===== config.mk =====
export PLATFORM = sky130hd
export DESIGN_NAME = uart_tx_arbiter_flat
export DESIGN_NICKNAME = d
export VERILOG_FILES = /design/src/rtl/uart_pkg.sv /design/src/rtl/uart_tx_arbiter_if.sv /design/src/rtl/uart_tx_arbiter_rr_pick.sv /design/src/rtl/uart_tx_arbiter.sv /design/src/flat_wrapper.sv
export SDC_FILE = /design/constraint.sdc
export NUM_CORES = 1
export LEC_CHECK = 0
export ABC_AREA = 1
export BUFFER_PORTS_ARGS = -buffer_cell sky130_fd_sc_hd__buf_2
export CORE_MARGIN = 8
export CORE_UTILIZATION = 50
export CTS_CLUSTER_SIZE = 10
export DETAILED_ROUTE_END_ITERATION = 16
export PLACE_DENSITY = 0.82
export RECOVER_POWER = 25
export SYNTH_ARGS = -nofsm -noshare
export SYNTH_HDL_FRONTEND = slang
export SYNTH_HIERARCHICAL = 1
export SYNTH_SLANG_ARGS = --single-unit

===== constraint.sdc =====
create_clock -name clk -period 1.65 [get_ports clk]
set_input_delay 0.0825 -clock clk [delete_from_list [all_inputs] [get_ports clk]]
set_output_delay 0.0825 -clock clk [all_outputs]
set_load 0.02 [all_outputs]

===== src/rtl/uart_pkg.sv =====
// Shared definitions for the UART transmit path.
//
// Contents:
//   BYTE_W       - width of one UART data byte
//   CLKS_PER_BIT - baud divider for 115200 baud from a 10 MHz clock
//   arb_state_e  - encoding of the transmit arbiter FSM
package uart_pkg;

  localparam int BYTE_W       = 8;
  localparam int CLKS_PER_BIT = 87;

  typedef enum logic [1:0] {
    IDLE      = 2'd0,
    LOAD      = 2'd1,
    WAIT_DONE = 2'd2
  } arb_state_e;

endpackage


===== src/rtl/uart_tx_arbiter_if.sv =====
// Signal bundle between the application clients, the transmit arbiter and
// the UART TX serializer.
//
// Parameters: NUM_REQ client channels, ID_W bits of grant index.
// Modports:
//   master - the arbiter: consumes client requests and serializer status,
//            drives ack, tx_start/tx_byte, grant status and debug state.
//   slave  - the environment: clients plus serializer.
//
// Handshakes:
//   Client side: req[i] is the valid for byte req_data[8i+7:8i] (with
//   req_last[i]); it must be held with stable data until ack[i] pulses for
//   one cycle, which means the byte was taken. The client shows its next
//   byte (or drops req[i]) from the cycle after ack.
//   Serializer side: tx_busy low is the ready; tx_start pulses for one cycle
//   only while ready, and tx_byte stays valid from that cycle until the next
//   tx_start. tx_done is a one-cycle completion pulse.
interface uart_tx_arbiter_if #(
  parameter int NUM_REQ = 4,
  parameter int ID_W    = 2
);
  import uart_pkg::*;

  logic [NUM_REQ-1:0]        req;
  logic [BYTE_W*NUM_REQ-1:0] req_data;
  logic [NUM_REQ-1:0]        req_last;
  logic [NUM_REQ-1:0]        ack;
  logic                      tx_start;
  logic [BYTE_W-1:0]         tx_byte;
  logic                      tx_busy;
  logic                      tx_done;
  logic                      grant_valid;
  logic [ID_W-1:0]           grant_id;
  logic                      err_timeout;
  arb_state_e                dbg_state;
  logic [ID_W-1:0]           dbg_rr_ptr;

  modport master (
    input  req, req_data, req_last, tx_busy, tx_done,
    output ack, tx_start, tx_byte, grant_valid, grant_id, err_timeout,
           dbg_state, dbg_rr_ptr
  );

  modport slave (
    output req, req_data, req_last, tx_busy, tx_done,
    input  ack, tx_start, tx_byte, grant_valid, grant_id, err_timeout,
           dbg_state, dbg_rr_ptr
  );

endinterface


===== src/rtl/uart_tx_arbiter_rr_pick.sv =====
// rr_pick: combinational round-robin selector.
//
// Scans req starting at rr_ptr and moving upward with wrap-around; the first
// set bit wins. rr_ptr must be below NUM_REQ.
//
// Ports:
//   req     in  NUM_REQ  request vector
//   rr_ptr  in  ID_W     highest-priority index for this scan
//   winner  out ID_W     index of the selected requester (0 when none)
//   any_req out 1        at least one request is set
module rr_pick #(
  parameter int NUM_REQ = 4,
  parameter int ID_W    = 2
) (
  input  logic [NUM_REQ-1:0] req,
  input  logic [ID_W-1:0]    rr_ptr,
  output logic [ID_W-1:0]    winner,
  output logic               any_req
);

  always_comb begin
    int              pos;
    logic [ID_W-1:0] idx;
    winner  = '0;
    any_req = 1'b0;
    pos     = 0;
    idx     = '0;
    for (int i = 0; i < NUM_REQ; i++) begin
      pos = int'(rr_ptr) + i;
      if (pos >= NUM_REQ) pos = pos - NUM_REQ;
      idx = ID_W'(pos);
      if (!any_req && req[idx]) begin
        any_req = 1'b1;
        winner  = idx;
      end
    end
  end

endmodule


===== src/rtl/uart_tx_arbiter.sv =====
// uart_tx_arbiter: shares one UART TX serializer between NUM_REQ clients
// with round-robin arbitration at packet granularity. The owner keeps the
// serializer until its byte flagged last completes, so packets never
// interleave on the line.
//
// Ports:
//   clk  - system clock
//   rst  - asynchronous active-high reset; release is synchronised inside
//   bus  - uart_tx_arbiter_if.master (client req/data/last/ack, serializer
//          start/byte/busy/done, grant_valid/grant_id, err_timeout, plus
//          dbg_state/dbg_rr_ptr exposing the FSM state and rr pointer)
//
// Optional feature, macro UART_TX_ARB_WDOG_EN: a per-byte watchdog in
// WAIT_DONE. After TIMEOUT_CYCLES cycles without tx_done it sets the sticky
// err_timeout and releases the grant. Without the macro err_timeout is 0 and
// WAIT_DONE waits indefinitely.
module uart_tx_arbiter
  import uart_pkg::*;
#(
  parameter int NUM_REQ        = 4,
  parameter int ID_W           = 2,
  parameter int TIMEOUT_CYCLES = 1024
) (
  input logic               clk,
  input logic               rst,
  uart_tx_arbiter_if.master bus
);

  if (NUM_REQ < 2 || NUM_REQ > 8) begin : g_bad_num_req
    $error("NUM_REQ must be in 2..8");
  end
  if (ID_W < $clog2(NUM_REQ)) begin : g_bad_id_w
    $error("ID_W too narrow for NUM_REQ");
  end
  if (TIMEOUT_CYCLES < 1 || TIMEOUT_CYCLES > 65535) begin : g_bad_timeout
    $error("TIMEOUT_CYCLES must fit the 16-bit watchdog");
  end

  // Reset asserts immediately but releases two clock edges after rst falls,
  // so every flop leaves reset on the same edge.
  logic [1:0] rst_sync_q;
  logic       rst_i;

  always_ff @(posedge clk or posedge rst) begin
    if (rst) rst_sync_q <= 2'b11;
    else     rst_sync_q <= {rst_sync_q[0], 1'b0};
  end
  assign rst_i = rst_sync_q[1];

  // Per-client byte lanes as an array so the owner's byte is a plain index.
  logic [BYTE_W-1:0] data_arr [NUM_REQ];
  for (genvar g = 0; g < NUM_REQ; g++) begin : g_lane
    assign data_arr[g] = bus.req_data[BYTE_W*g +: BYTE_W];
  end

  arb_state_e        state_q, state_d;
  logic [ID_W-1:0]   rr_ptr_q, rr_ptr_d;
  logic [ID_W-1:0]   grant_id_q, grant_id_d;
  logic              grant_valid_q, grant_valid_d;
  logic              tx_start_q, tx_start_d;
  logic [BYTE_W-1:0] tx_byte_q, tx_byte_d;
  logic [NUM_REQ-1:0] ack_q, ack_d;
  logic              last_q, last_d;
  logic [ID_W-1:0]   winner;
  logic              any_req;
`ifdef UART_TX_ARB_WDOG_EN
  logic [15:0]       wdog_q, wdog_d;
  logic              err_q, err_d;
`endif

  rr_pick #(
    .NUM_REQ (NUM_REQ),
    .ID_W    (ID_W)
  ) u_rr_pick (
    .req     (bus.req),
    .rr_ptr  (rr_ptr_q),
    .winner  (winner),
    .any_req (any_req)
  );

  // The client after the one releasing the grant gets first look next time.
  function automatic logic [ID_W-1:0] next_ptr(input logic [ID_W-1:0] id);
    if (id == ID_W'(NUM_REQ - 1)) return '0;
    return id + ID_W'(1);
  endfunction

  always_ff @(posedge clk or posedge rst_i) begin
    if (rst_i) begin
      state_q       <= IDLE;
      rr_ptr_q      <= '0;
      grant_id_q    <= '0;
      grant_valid_q <= 1'b0;
      tx_start_q    <= 1'b0;
      tx_byte_q     <= '0;
      ack_q         <= '0;
      last_q        <= 1'b0;
`ifdef UART_TX_ARB_WDOG_EN
      wdog_q        <= '0;
      err_q         <= 1'b0;
`endif
    end else begin
      state_q       <= state_d;
      rr_ptr_q      <= rr_ptr_d;
      grant_id_q    <= grant_id_d;
      grant_valid_q <= grant_valid_d;
      tx_start_q    <= tx_start_d;
      tx_byte_q     <= tx_byte_d;
      ack_q         <= ack_d;
      last_q        <= last_d;
`ifdef UART_TX_ARB_WDOG_EN
      wdog_q        <= wdog_d;
      err_q         <= err_d;
`endif
    end
  end

  always_comb begin
    state_d       = state_q;
    rr_ptr_d      = rr_ptr_q;
    grant_id_d    = grant_id_q;
    grant_valid_d = grant_valid_q;
    tx_start_d    = 1'b0;
    tx_byte_d     = tx_byte_q;
    ack_d         = '0;
    last_d        = last_q;
`ifdef UART_TX_ARB_WDOG_EN
    wdog_d        = wdog_q;
    err_d         = err_q;
`endif

    case (state_q)
      IDLE: begin
        if (any_req) begin
          grant_id_d    = winner;
          grant_valid_d = 1'b1;
          state_d       = LOAD;
        end
      end

      LOAD: begin
        // A withdrawn request ends the packet even while the serializer is
        // still busy, so a stalled owner cannot hold the line.
        if (!bus.req[grant_id_q]) begin
          grant_valid_d = 1'b0;
          rr_ptr_d      = next_ptr(grant_id_q);
          state_d       = IDLE;
        end else if (!bus.tx_busy) begin
          tx_start_d          = 1'b1;
          ack_d[grant_id_q]   = 1'b1;
          tx_byte_d           = data_arr[grant_id_q];
          last_d              = bus.req_last[grant_id_q];
          state_d             = WAIT_DONE;
`ifdef UART_TX_ARB_WDOG_EN
          wdog_d              = '0;
`endif
        end
      end

      WAIT_DONE: begin
        if (bus.tx_done) begin
          if (last_q) begin
            grant_valid_d = 1'b0;
            rr_ptr_d      = next_ptr(grant_id_q);
            state_d       = IDLE;
          end else begin
            state_d       = LOAD;
          end
        end
`ifdef UART_TX_ARB_WDOG_EN
        else if (wdog_q == 16'(TIMEOUT_CYCLES - 1)) begin
          err_d         = 1'b1;
          grant_valid_d = 1'b0;
          rr_ptr_d      = next_ptr(grant_id_q);
          state_d       = IDLE;
        end else begin
          wdog_d        = wdog_q + 16'd1;
        end
`endif
      end

      default: state_d = IDLE;
    endcase
  end

  assign bus.ack         = ack_q;
  assign bus.tx_start    = tx_start_q;
  assign bus.tx_byte     = tx_byte_q;
  assign bus.grant_valid = grant_valid_q;
  assign bus.grant_id    = grant_id_q;
  assign bus.dbg_state   = state_q;
  assign bus.dbg_rr_ptr  = rr_ptr_q;
`ifdef UART_TX_ARB_WDOG_EN
  assign bus.err_timeout = err_q;
`else
  assign bus.err_timeout = 1'b0;
`endif

endmodule

===== src/flat_wrapper.sv =====
// flat-port wrapper written by rule: the top's interface ports become plain ports
module uart_tx_arbiter_flat import uart_pkg::*;
#(
  parameter int NUM_REQ        = 4,
  parameter int ID_W           = 2,
  parameter int TIMEOUT_CYCLES = 1024
)
  (clk, rst, bus_req, bus_req_data, bus_req_last, bus_tx_busy, bus_tx_done, bus_ack, bus_tx_start, bus_tx_byte, bus_grant_valid, bus_grant_id, bus_err_timeout, bus_dbg_state, bus_dbg_rr_ptr);
  uart_tx_arbiter_if #(.NUM_REQ(NUM_REQ), .ID_W(ID_W)) bus_i ();
  input logic clk;
  input logic rst;
  input wire logic [$bits(bus_i.req)-1:0] bus_req;
  input wire logic [$bits(bus_i.req_data)-1:0] bus_req_data;
  input wire logic [$bits(bus_i.req_last)-1:0] bus_req_last;
  input wire logic [$bits(bus_i.tx_busy)-1:0] bus_tx_busy;
  input wire logic [$bits(bus_i.tx_done)-1:0] bus_tx_done;
  output wire logic [$bits(bus_i.ack)-1:0] bus_ack;
  output wire logic [$bits(bus_i.tx_start)-1:0] bus_tx_start;
  output wire logic [$bits(bus_i.tx_byte)-1:0] bus_tx_byte;
  output wire logic [$bits(bus_i.grant_valid)-1:0] bus_grant_valid;
  output wire logic [$bits(bus_i.grant_id)-1:0] bus_grant_id;
  output wire logic [$bits(bus_i.err_timeout)-1:0] bus_err_timeout;
  output wire logic [$bits(bus_i.dbg_state)-1:0] bus_dbg_state;
  output wire logic [$bits(bus_i.dbg_rr_ptr)-1:0] bus_dbg_rr_ptr;
  assign bus_i.req = bus_req;
  assign bus_i.req_data = bus_req_data;
  assign bus_i.req_last = bus_req_last;
  assign bus_i.tx_busy = bus_tx_busy;
  assign bus_i.tx_done = bus_tx_done;
  assign bus_ack = bus_i.ack;
  assign bus_tx_start = bus_i.tx_start;
  assign bus_tx_byte = bus_i.tx_byte;
  assign bus_grant_valid = bus_i.grant_valid;
  assign bus_grant_id = bus_i.grant_id;
  assign bus_err_timeout = bus_i.err_timeout;
  assign bus_dbg_state = bus_i.dbg_state;
  assign bus_dbg_rr_ptr = bus_i.dbg_rr_ptr;
  uart_tx_arbiter #(.NUM_REQ(NUM_REQ), .ID_W(ID_W), .TIMEOUT_CYCLES(TIMEOUT_CYCLES)) u_core (.clk(clk), .rst(rst), .bus(bus_i));
endmodule

=== Yosys cells after proc, flatten, opt, wreduce, memory -nomap -nowiden ===
Index checks and enable logic that the tools add are counted.

* Register bits after elaboration: 23
* Input port bits: 44
* Output and inout bits: 21

* $add $sub $neg: 8
* Magnitude comparators: 11
* Equality and inequality tests: 8
* Multiplexer cells: 59
* Bitwise gates (word level): 2
* Reductions and logical operators: 15

{| class="wikitable"
|+ Operators with widths
! operator !! number
|-
| $mux W2 || 18
|-
| $mux W1 || 25
|-
| $bmux W8 S2 || 1
|-
| $mux W8 || 2
|-
| $lt A2 B3 Y1 const B || 5
|-
| $bmux W1 S2 || 6
|-
| $ge A3 B3 Y1 const B || 4
|-
| $mux W4 || 3
|-
| $sub A2 B1 Y2 const B || 4
|-
| $add A2 B2 Y3 const B || 2
|-
| $pmux W2 S3 || 1
|-
| $reduce_and A3 Y1 || 2
|-
| $reduce_and A5 Y1 || 1
|-
| $eq A2 B2 Y1 const B || 2
|-
| $logic_and A1 B1 Y1 || 4
|-
| $ne A2 B1 Y1 const B || 2
|-
| $ne A2 B2 Y1 const B || 2
|-
| $pmux W2 S2 || 1
|-
| $reduce_and A4 Y1 || 1
|-
| $add A2 B1 Y3 const B || 1
|-
| $ge A2 B3 Y1 const B || 1
|-
| $logic_not A1 Y1 || 3
|-
| $ne A3 B3 Y1 const B || 1
|-
| $not A2 Y3 || 1
|-
| 10 further kinds || 10
|}

=== Longest topological paths before layout ===
Gate-level depths: netlist (run 1).

* Depth after elaboration: 16
* Gate-level depth with buffers: 12

=== Modules after synthesis ===
Netlist (run 1), hierarchy kept.

{| class="wikitable"
|+ By module, submodules not included
! module !! times used !! cells each !! area an instance (um^2) !! sequential area each (um^2)
|-
| uart_tx_arbiter || 1 || 180 || 1351.3 || 578.1
|-
| rr_pick || 1 || 59 || 319.1 || 0.0
|}

=== Worst setup path after synthesis (run 1) ===
OpenSTA, ideal clock, no wires.

* Path kind: register to register
* From: register u_core.rr_ptr_q[0] (netlist: u_core/bus.dbg_rr_ptr[0])
* To: register u_core.grant_valid_q (netlist: u_core/bus.grant_valid)
* Library setup time: 0.117 ns
* Arrival: 1.598 ns
* Slack: -0.065 ns
* Cell stages (with the launch flop): 12
* Path buffers: 1
* Clock period less this slack: 1.715 ns
* Cells stage by stage: dfrtp_1 buf_6 nand2_1 nand2_4 nand2_2 nand2_2 nor2_4 nand3b_1 o21ai_0 nor2_1 nand4_1 nand2_1

* Longest elaborated chain between the ends: 16

{| class="wikitable"
|+ Ends and longest elaborated chain
! item !! line !! RTL
|-
| start: declaration || uart_tx_arbiter.sv:57 || <nowiki>logic [ID_W-1:0] rr_ptr_q, rr_ptr_d;</nowiki>
|-
| start signal: assignment || uart_tx_arbiter.sv:103 || <nowiki>rr_ptr_q <= rr_ptr_d;</nowiki>
|-
| branches (longest 13 deep; another with $add A2 B1 Y3) || -- ||
|-
| $mux W1 (*) || uart_tx_arbiter_rr_pick.sv:32 || <nowiki>if (!any_req && req[idx]) begin</nowiki>
|-
| via u_core.any_req || uart_tx_arbiter.sv:65 || <nowiki>logic any_req;</nowiki>
|-
| $ne A2 B1 Y1 (no line) (*) || -- ||
|-
| $reduce_and A5 Y1 (no line) (*) || -- ||
|-
| end signal: assignment || uart_tx_arbiter.sv:105 || <nowiki>grant_valid_q <= grant_valid_d;</nowiki>
|-
| end: declaration || uart_tx_arbiter.sv:59 || <nowiki>logic grant_valid_q, grant_valid_d;</nowiki>
|}

Mark *: on every way through the listed nets, which the timed path passes. The select of a mux whose other input is x is not followed.
A chain may end at the register's enable or synchronous reset.

=== Final worst setup path (run 1) ===
* From: register u_core.rr_ptr_q[0] (netlist: u_core/bus.dbg_rr_ptr[0])
* To: register u_core.state_q[0] (netlist: u_core/bus.dbg_state[0])

* Longest elaborated chain between the ends: 16

{| class="wikitable"
|+ Ends and longest elaborated chain
! item !! line !! RTL
|-
| branches (longest 13 deep; another with $add A2 B1 Y3) || -- ||
|-
| $mux W1 (*) || uart_tx_arbiter_rr_pick.sv:32 ||
|-
| via u_core.any_req || uart_tx_arbiter.sv:65 ||
|-
| $ne A2 B1 Y1 (no line) (*) || -- ||
|-
| $reduce_and A3 Y1 (no line) (*) || -- ||
|-
| end signal: assignment || uart_tx_arbiter.sv:102 || <nowiki>state_q <= state_d;</nowiki>
|-
| end: declaration || uart_tx_arbiter.sv:56 || <nowiki>arb_state_e state_q, state_d;</nowiki>
|}

Marked as above.

==> results of run 1 <==
[where the power goes]
group          switching [W]  internal, W  total, W
clock               0.000180    0.0000906  0.000271
sequential          0.000194     0.000784  0.000978
combinational        0.00174      0.00104   0.00278
total                0.00211      0.00191   0.00403
[through the flow]
stage | worst slack, ns | hold WS (ns)
floorplan | 0.0395 | -0.00600
global placement | 0.0687 | 0.108
detailed placement | -0.0203 | 0.110
CTS | 0.0187 | 0.00854
global route | -0.0854 | 0.00357
finish | 0.0268 | 0.00337
[area by class of cell]
cell class | count | area (um^2) | share of cell area, %
sequential | 23 | 579 | 27.2
timing repair buffer | 77 | 423 | 19.9
multi-input combinational | 180 | 936 | 44.0
clock buffer | 3 | 22.5 | 1.06
clock inverter | 1 | 5.00 | 0.235
tap | 46 | 57.6 | 2.71
inverter | 27 | 104 | 4.88
[layer usage]
layer / wire [um] / global-route usage [%] / part of all wire (%)
met1: 1940 / 20.5 / 42
met2: 2200 / 28.6 / 47
met3: 454 / 5.05 / 9.7
met4: 63 / 6.43 / 1.4
met5: 0 / 0 / 0
[cell usage after synthesis (3+ instances only)]
| cell | n |
|---|---|
| ha_1 | 9 |
| o21ai_0 | 20 |
| inv_2 | 3 |
| a21oi_1 | 4 |
| nand4_1 | 4 |
| nand2_1 | 69 |
| nor2_1 | 28 |
| nand2_4 | 3 |
| o22ai_1 | 9 |
| inv_1 | 24 |
| nand3_1 | 10 |
| dfrtp_1 | 21 |
| nand3_2 | 3 |
| buf_2 | 4 |
| nand2_2 | 12 |
[timing repair]
item,CTS,global route
buffers inserted,0,1
hold endpoints to repair,2,0
gates resized for setup,2,2
endpoints found under the setup margin,3,5
pin swaps,0,1
gates cloned,0,0
hold buffers,1,0
[path summary, 6_finish.rpt]
check | from | endpoint
worst max-delay path | u_core/bus.dbg_rr_ptr[0] | u_core/bus.dbg_state[0]
worst min-delay path | bus_tx_busy | u_core/bus.tx_start
worst max register to register | u_core/bus.dbg_rr_ptr[0] | u_core/bus.dbg_state[0]
worst min register to register | u_core/rst_sync_q[0] | u_core/rst_sync_q[1]
max in group asynchronous | u_core/rst_sync_q[1] | u_core/bus.dbg_rr_ptr[0]
min in group asynchronous | rst | u_core/rst_sync_q[0]
[flip-flops by register name (all words and copies together) (netlist names), 2 cells and up]
signal / count
u_core/bus.dbg_state: 2
u_core/rst_sync_q: 2
u_core/bus.grant_id: 2
u_core/bus.ack: 4
u_core/bus.tx_byte: 8
u_core/bus.dbg_rr_ptr: 2
[critical path, stage by stage (launching register included)]
cell	delay, ns
dfrtp_2	0.50
inv_4	0.14
nand2_1	0.10
nand3_2	0.10
nand2_4	0.07
nor2_4	0.11
nand3b_1	0.12
o21ai_2	0.17
inv_1	0.08
nand2_1	0.09
nand2_1	0.05
nand2_1	0.06
[kinds of logic after synthesis]
| kind of cell | count (synthesis) |
|---|---|
| compound gates | 34 |
| fa+ha+maj | 9 |
| buf+inv | 37 |
| flops | 23 |
| other cells | 1 |
| simple gates | 135 |
==> summary.md, run 1 <==
| Metric | Value |
|---|---|
| Clock skew | 0.0112 ns |
| DP Wirelength | 3.54 mm |
| Post-synth top area share | 31.5% |
| Post-DRT Antenna Nets | 0 |
| Clk sinks | 23 |
| Most common cell after layout, fill and taps aside | nand2_1 |
| Overall power consumption | 0.00403 W |
| Most frequent cells in the layout | nand2_1 (68), buf_2 (63), nor2_1 (28) |
| Largest net degree at the start of global routing | 22 |
| Worst r2r path cells | 11 |
| Pwr/cell area | 1890 nW/um^2 |
| Arr. time, crit path | 1.89 ns |
| Kind of critical path | reg2reg |
| Fin util | 64.8% |
| Cell count after synthesis | 239 |
| Die X-Extent | 73.8 um |
| Total routed wirelength | 4.66 mm |
| Most used DFF post-synth | dfrtp_1 |
| Num ports | 65 |
| Post-synthesis xor/xnor area fraction | 0% |
| Peak Freq | 0.616 GHz |
| Chip height | 73.8 um |
| Root Buffer | clkbuf_4 |
| Synth Area in Adders | 6.74% |
| Total gr overflow | 0 |
| Post-synthesis compound-gate area fraction | 10.9% |
| Die area | 5450 um^2 |
| Clk slew on worst S/H paths | 0.14 ns |
| Tmin final | 1.62 ns |
| Sequential-to-total area share from yosys stat | 34.6% |
| Simple logic cell fraction of the synthesized area | 37.6% |
| Least-Margin Pin Slew | 1.14 ns |
| Starting density of the core | 50.9% |
| Flops & latches, synth | 23 |
| Final Hold Fails | 0 |
| Cts bufs inserted | 3 |
| Fin area | 2130 um^2 |
| Worst path required time | 1.92 ns |
| Diode count | 0 |
| Clock buffer depth | 2 |
| Pre-Repair DR Iteration Count | 5 |
| Placement Cell Area | 2070 um^2 |
| Worst vdd ir | 0.779 mV |
| Global-route wire length before repair | 7.53 mm |
| Fin crit share | 98.4% |
| TritonCTS clock tree | built |
| Max-cap viol count | 0 |
| CP Launch Type | flip-flop |
| Antenna violations before repair | 0 |
| Vias in the first global route | 1740 |
| Initial DRC count | 117 |
| DP Cell Count | 351 |
| Vias post-DR | 1738 |
| YS warnings | 6 |
| CTS H-tree lvls | 1 |
| Largest family of logic cells by synthesized area | simple AND/OR/NAND/NOR gates |
| Residual DRC count | 0 |
| Pleak | 1.22 nW |
| Synth top area cells | dfrtp_1 (31%), nand2_1 (16%), ha_1 (6.7%), nor2_1 (6.3%), o21ai_0 (6.0%) |
| Core area | 3280 um^2 |
| RSZ-0062 raised after global routing | yes |
| Fin cells | 357 |
| Number of flops mapped to enable cells by yosys | 0 |
| CP max FO | 8 |
| Mapped Area | 1670 um^2 |
| Netlist cell types | 25 |
| Asr flop ratio synth | 100% |
| Syn_area_per_cell | 6.99 um^2 |
| Drt wl/cell | 13.1 um |
| Setup violations, final | 0 |
| Multiplexer area fraction after synthesis | 0% |
| Setup TNS | 0 ns |
| Hold Path Cell Cnt | 2 |
| Status | complete, no violations |
| GP Congestion | 0.905 |
| Crit end category | flip-flop |
| GRT Util Overall | 17.3% |
| Buffers on Ports | 63 |
| Share of layout cells above drive strength 1 | 35.0% |
| Synth area leader | dfrtp_1 |
| R2R setup slack | 0.03 ns |
| Clock latency on the worst-skew pair | 0.32 ns |
| Slew headroom | 23.8% |
| Fin. max-slew vios | 0 |
| P&R area growth vs syn | 27.3% |
| Filler Cell Count | 305 |
| Nets@finish | 365 |
| Vias per cell | 4.87 |
| Hold Path Class | in2reg |
| # rows | 21 |
Power figures use the tool's default switching activity.
==> run 2: changes to the inputs <==
--- a/config.mk
+++ b/config.mk
@@ -7,8 +7,8 @@
 export LEC_CHECK = 0
 export ABC_AREA = 1
 export BUFFER_PORTS_ARGS = -buffer_cell sky130_fd_sc_hd__buf_2
-export CORE_MARGIN = 8
 export CORE_UTILIZATION = 50
+export CTS_BUF_LIST = sky130_fd_sc_hd__clkbuf_8
 export CTS_CLUSTER_SIZE = 10
 export DETAILED_ROUTE_END_ITERATION = 16
 export PLACE_DENSITY = 0.82
==> run 2 against run 1 <==
Clock-buffer cell count did not move. Combinational power about the same. Fmax rose by 0.67%. Largest cell class unchanged. Design area increased by 1.2%. Non-clock buffer count shrank 1. Critical path depth fell by 1.
==> summary.md, run 2 (same netlist as run 1, synthesis figures left out) <==
| Metric | Value |
|---|---|
| Status | complete, no violations |
| Setup TNS | 0 ns (unchanged) |
| Clock skew | 0.00196 ns (-0.00923 ns) |
| Most common cell after layout, fill and taps aside | nand2_1 |
| Hold Crit Start | bus_tx_busy |
| Num ports | 65 (unchanged) |
| TritonCTS clock tree | built |
| Residual DRC count | 0 (unchanged) |
| Clock buffer depth | 2 (unchanged) |
| Max reg flops | 8 (unchanged) |
| Pre-Repair DR Iteration Count | 4 (-1) |
| CP max FO | 8 (unchanged) |
| Root Buffer | clkbuf_8 |
| Max-cap viol count | 0 (unchanged) |
| Fin util | 69.4% (+4.6 points) |
| Kind of critical path | reg2reg |
| # rows | 20 (-4.8%) |
| Die area | 3580 um^2 (-34%) |
| Buffers on Ports | 63 (unchanged) |
| Share of layout cells above drive strength 1 | 36.1% (+1.1 points) |
| Place WS | -0.0123 ns (+0.00800 ns) |
| CTS H-tree lvls | 1 (unchanged) |
| Worst hold margin | 0.0536 ns (+0.0502 ns) |
| Vias in the first global route | 1539 (-12%) |
| Clk slew on worst S/H paths | 0.08 ns (-0.06 ns) |
| Pwr/cell area | 1890 nW/um^2 (+0.12%) |
| Power share of the clock group | 8.4% (+1.7 points) |
| Clk sinks | 23 (unchanged) |
| Peak Freq | 0.620 GHz (+0.67%) |
| Worst path required time | 1.81 ns (-0.11 ns) |
| Most used cell, CP | nand2_1 |
| Fin area | 2150 um^2 (+1.2%) |
| Least-Margin Pin Slew | 1.11 ns (-0.0292 ns) |
| Fin. max-slew vios | 0 (unchanged) |
| Drt wl/cell | 10.9 um (-17%) |
| Crit end category | flip-flop |
| Diode count | 0 (unchanged) |
| Initial DRC count | 52 (-56%) |
| Chip height | 59.8 um (-19%) |
| Total routed wirelength | 3.85 mm (-17%) |
| Slowest cell on crit path | dfrtp_2 |
| Sw Share | 50.8% (-1.7 points) |
| Vias per cell | 4.82 (-1.0%) |
| Nets@finish | 364 (-0.27%) |
| Buf/Inv on CP | 1 (-1) |
| Core area | 3100 um^2 (-5.5%) |
| Total gr overflow | 0 (unchanged) |
| Comb power frac | 67.4% (-1.6 points) |
| Pleak | 1.23 nW (+0.44%) |
| Clock latency on the worst-skew pair | 0.26 ns (-0.06 ns) |
| Die X-Extent | 59.8 um (-19%) |
| Largest net degree at the start of global routing | 22 (unchanged) |
| Slew headroom | 25.7% (+1.9 points) |
| Arr. time, crit path | 1.77 ns (-0.12 ns) |
| Most frequent cells in the layout | nand2_1 (69), buf_2 (63), nor2_1 (28) |
| Top delay family on crit path | simple AND/OR/NAND/NOR gates |
| Tmin final | 1.61 ns (-0.0107 ns) |
| DP Wirelength | 2.99 mm (-15%) |
| Setup violations, final | 0 (unchanged) |
| Cts bufs inserted | 3 (unchanged) |
| Vias post-DR | 1706 (-1.8%) |
| Post-DRT Antenna Nets | 0 (unchanged) |
| P_sw | 0.00207 W (-1.9%) |
| GRT Util Overall | 23.6% (+6.2 points) |
| Starting density of the core | 53.8% (+3.0 points) |
| Crit path launch | u_core/bus.dbg_rr_ptr[0] |
| Final WS setup | 0.0375 ns (+0.0107 ns) |
| Hold Path Class | in2reg |
| Worst r2r src | u_core/bus.dbg_rr_ptr[0] |
| CP Launch Type | flip-flop |
| Filler Cell Count | 288 (-5.6%) |
| Largest stage delay, worst path | 0.47 ns (-0.03 ns) |
| GP Congestion | 0.898 (-0.77%) |
| Antenna violations before repair | 0 (unchanged) |
| RSZ-0062 raised after global routing | yes |
| Worst vdd ir | 0.917 mV (+18%) |
| Int Power | 0.00201 W (+4.9%) |
| Final Hold Fails | 0 (unchanged) |
| Global-route wire length before repair | 6.42 mm (-15%) |
| Fin crit share | 97.7% (-0.65 points) |
| Placement Cell Area | 2060 um^2 (-0.85%) |
| P&R area growth vs syn | 28.8% |
| Register share of total power | 24.1% (-0.2 points) |
| Crit-path cells | inv_4 > nand2_1 > nand3_2 > nand2_4 > nor2_4 > nand3b_1 > o21ai_2 > nor2_1 > nand4_1 > nand2_1 |
==> run 2: per-layer routing <==
| metal | part of all wire, % | vias to the layer above | track usage [%] |
|---|---|---|---|
| met2 | 48 | 58 | 38.6 |
| met1 | 46 | 750 | 31.5 |
| met5 | 0 | - | 0 |
| li1 | - | 893 | - |
| met3 | 5.1 | 5 | 3.46 |
| met4 | 0.94 | 0 | 8.64 |
==> run 2: cell type report <==
class | instances | area [um^2] | area share [%]
inverters | 27 | 104 | 4.83
clock buffers | 3 | 41.3 | 1.92
flip-flops and latches | 23 | 582 | 27.0
multi-input cells | 180 | 946 | 44.0
clock inverters | 1 | 5.00 | 0.233
well taps | 44 | 55.1 | 2.56
repair buffers | 76 | 419 | 19.5
==> run 2: worst paths after layout <==
check	endpoint	slack [ns]	depth (start not counted)
setup / recovery	u_core/bus.grant_valid	0.04	10
hold / removal	u_core/bus.tx_start	0.05	2
setup reg to reg	u_core/bus.grant_valid	0.04	10
hold reg to reg	u_core/rst_sync_q[1]	0.36	0
max in group asynchronous	u_core/bus.dbg_rr_ptr[1]	0.31	2
min in group asynchronous	u_core/rst_sync_q[0]	0.38	3
==> run 2: worst reg2reg max path: cells and delay by family (launching register included) <==
| kind | cells | cell delay [ns] |
|---|---|---|
| AOI/OAI and AO/OA | 1 | 0.18 |
| buffers and inverters | 1 | 0.12 |
| DFF | 1 | 0.47 |
| and+or+nand+nor | 8 | 0.74 |
==> run 2: power by group through the flow <==
| stage | clock (W) | combinational (W) | sequential [W] |
|---|---|---|---|
| 3_3_place_gp | 0 | 0.00257 | 0.000984 |
| 6_report | 0.000344 | 0.00275 | 0.000984 |
| 4_1_cts | 0.000351 | 0.00265 | 0.000985 |
| 3_5_place_dp | 0 | 0.00262 | 0.000991 |
| 2_1_floorplan | 0 | 0.00172 | 0.00119 |
| 5_1_grt | 0.000377 | 0.00309 | 0.00102 |
==> run 2: what timing repair did <==
action | CTS | global route
pin swaps | 0 | 8
buffers inserted | 0 | 2
hold buffers | 1 | 0
hold endpoints to repair | 2 | 0
resized for setup | 1 | 10
setup endpoints to repair | 3 | 10
==> run 2: per-stage QoR <==
step                      cells  power, W
final                       354   0.00408
after floorplan             240   0.00292
after CTS                   352   0.00398
after global routing        354   0.00449
after global placement      347   0.00355
after detailed placement    347   0.00362
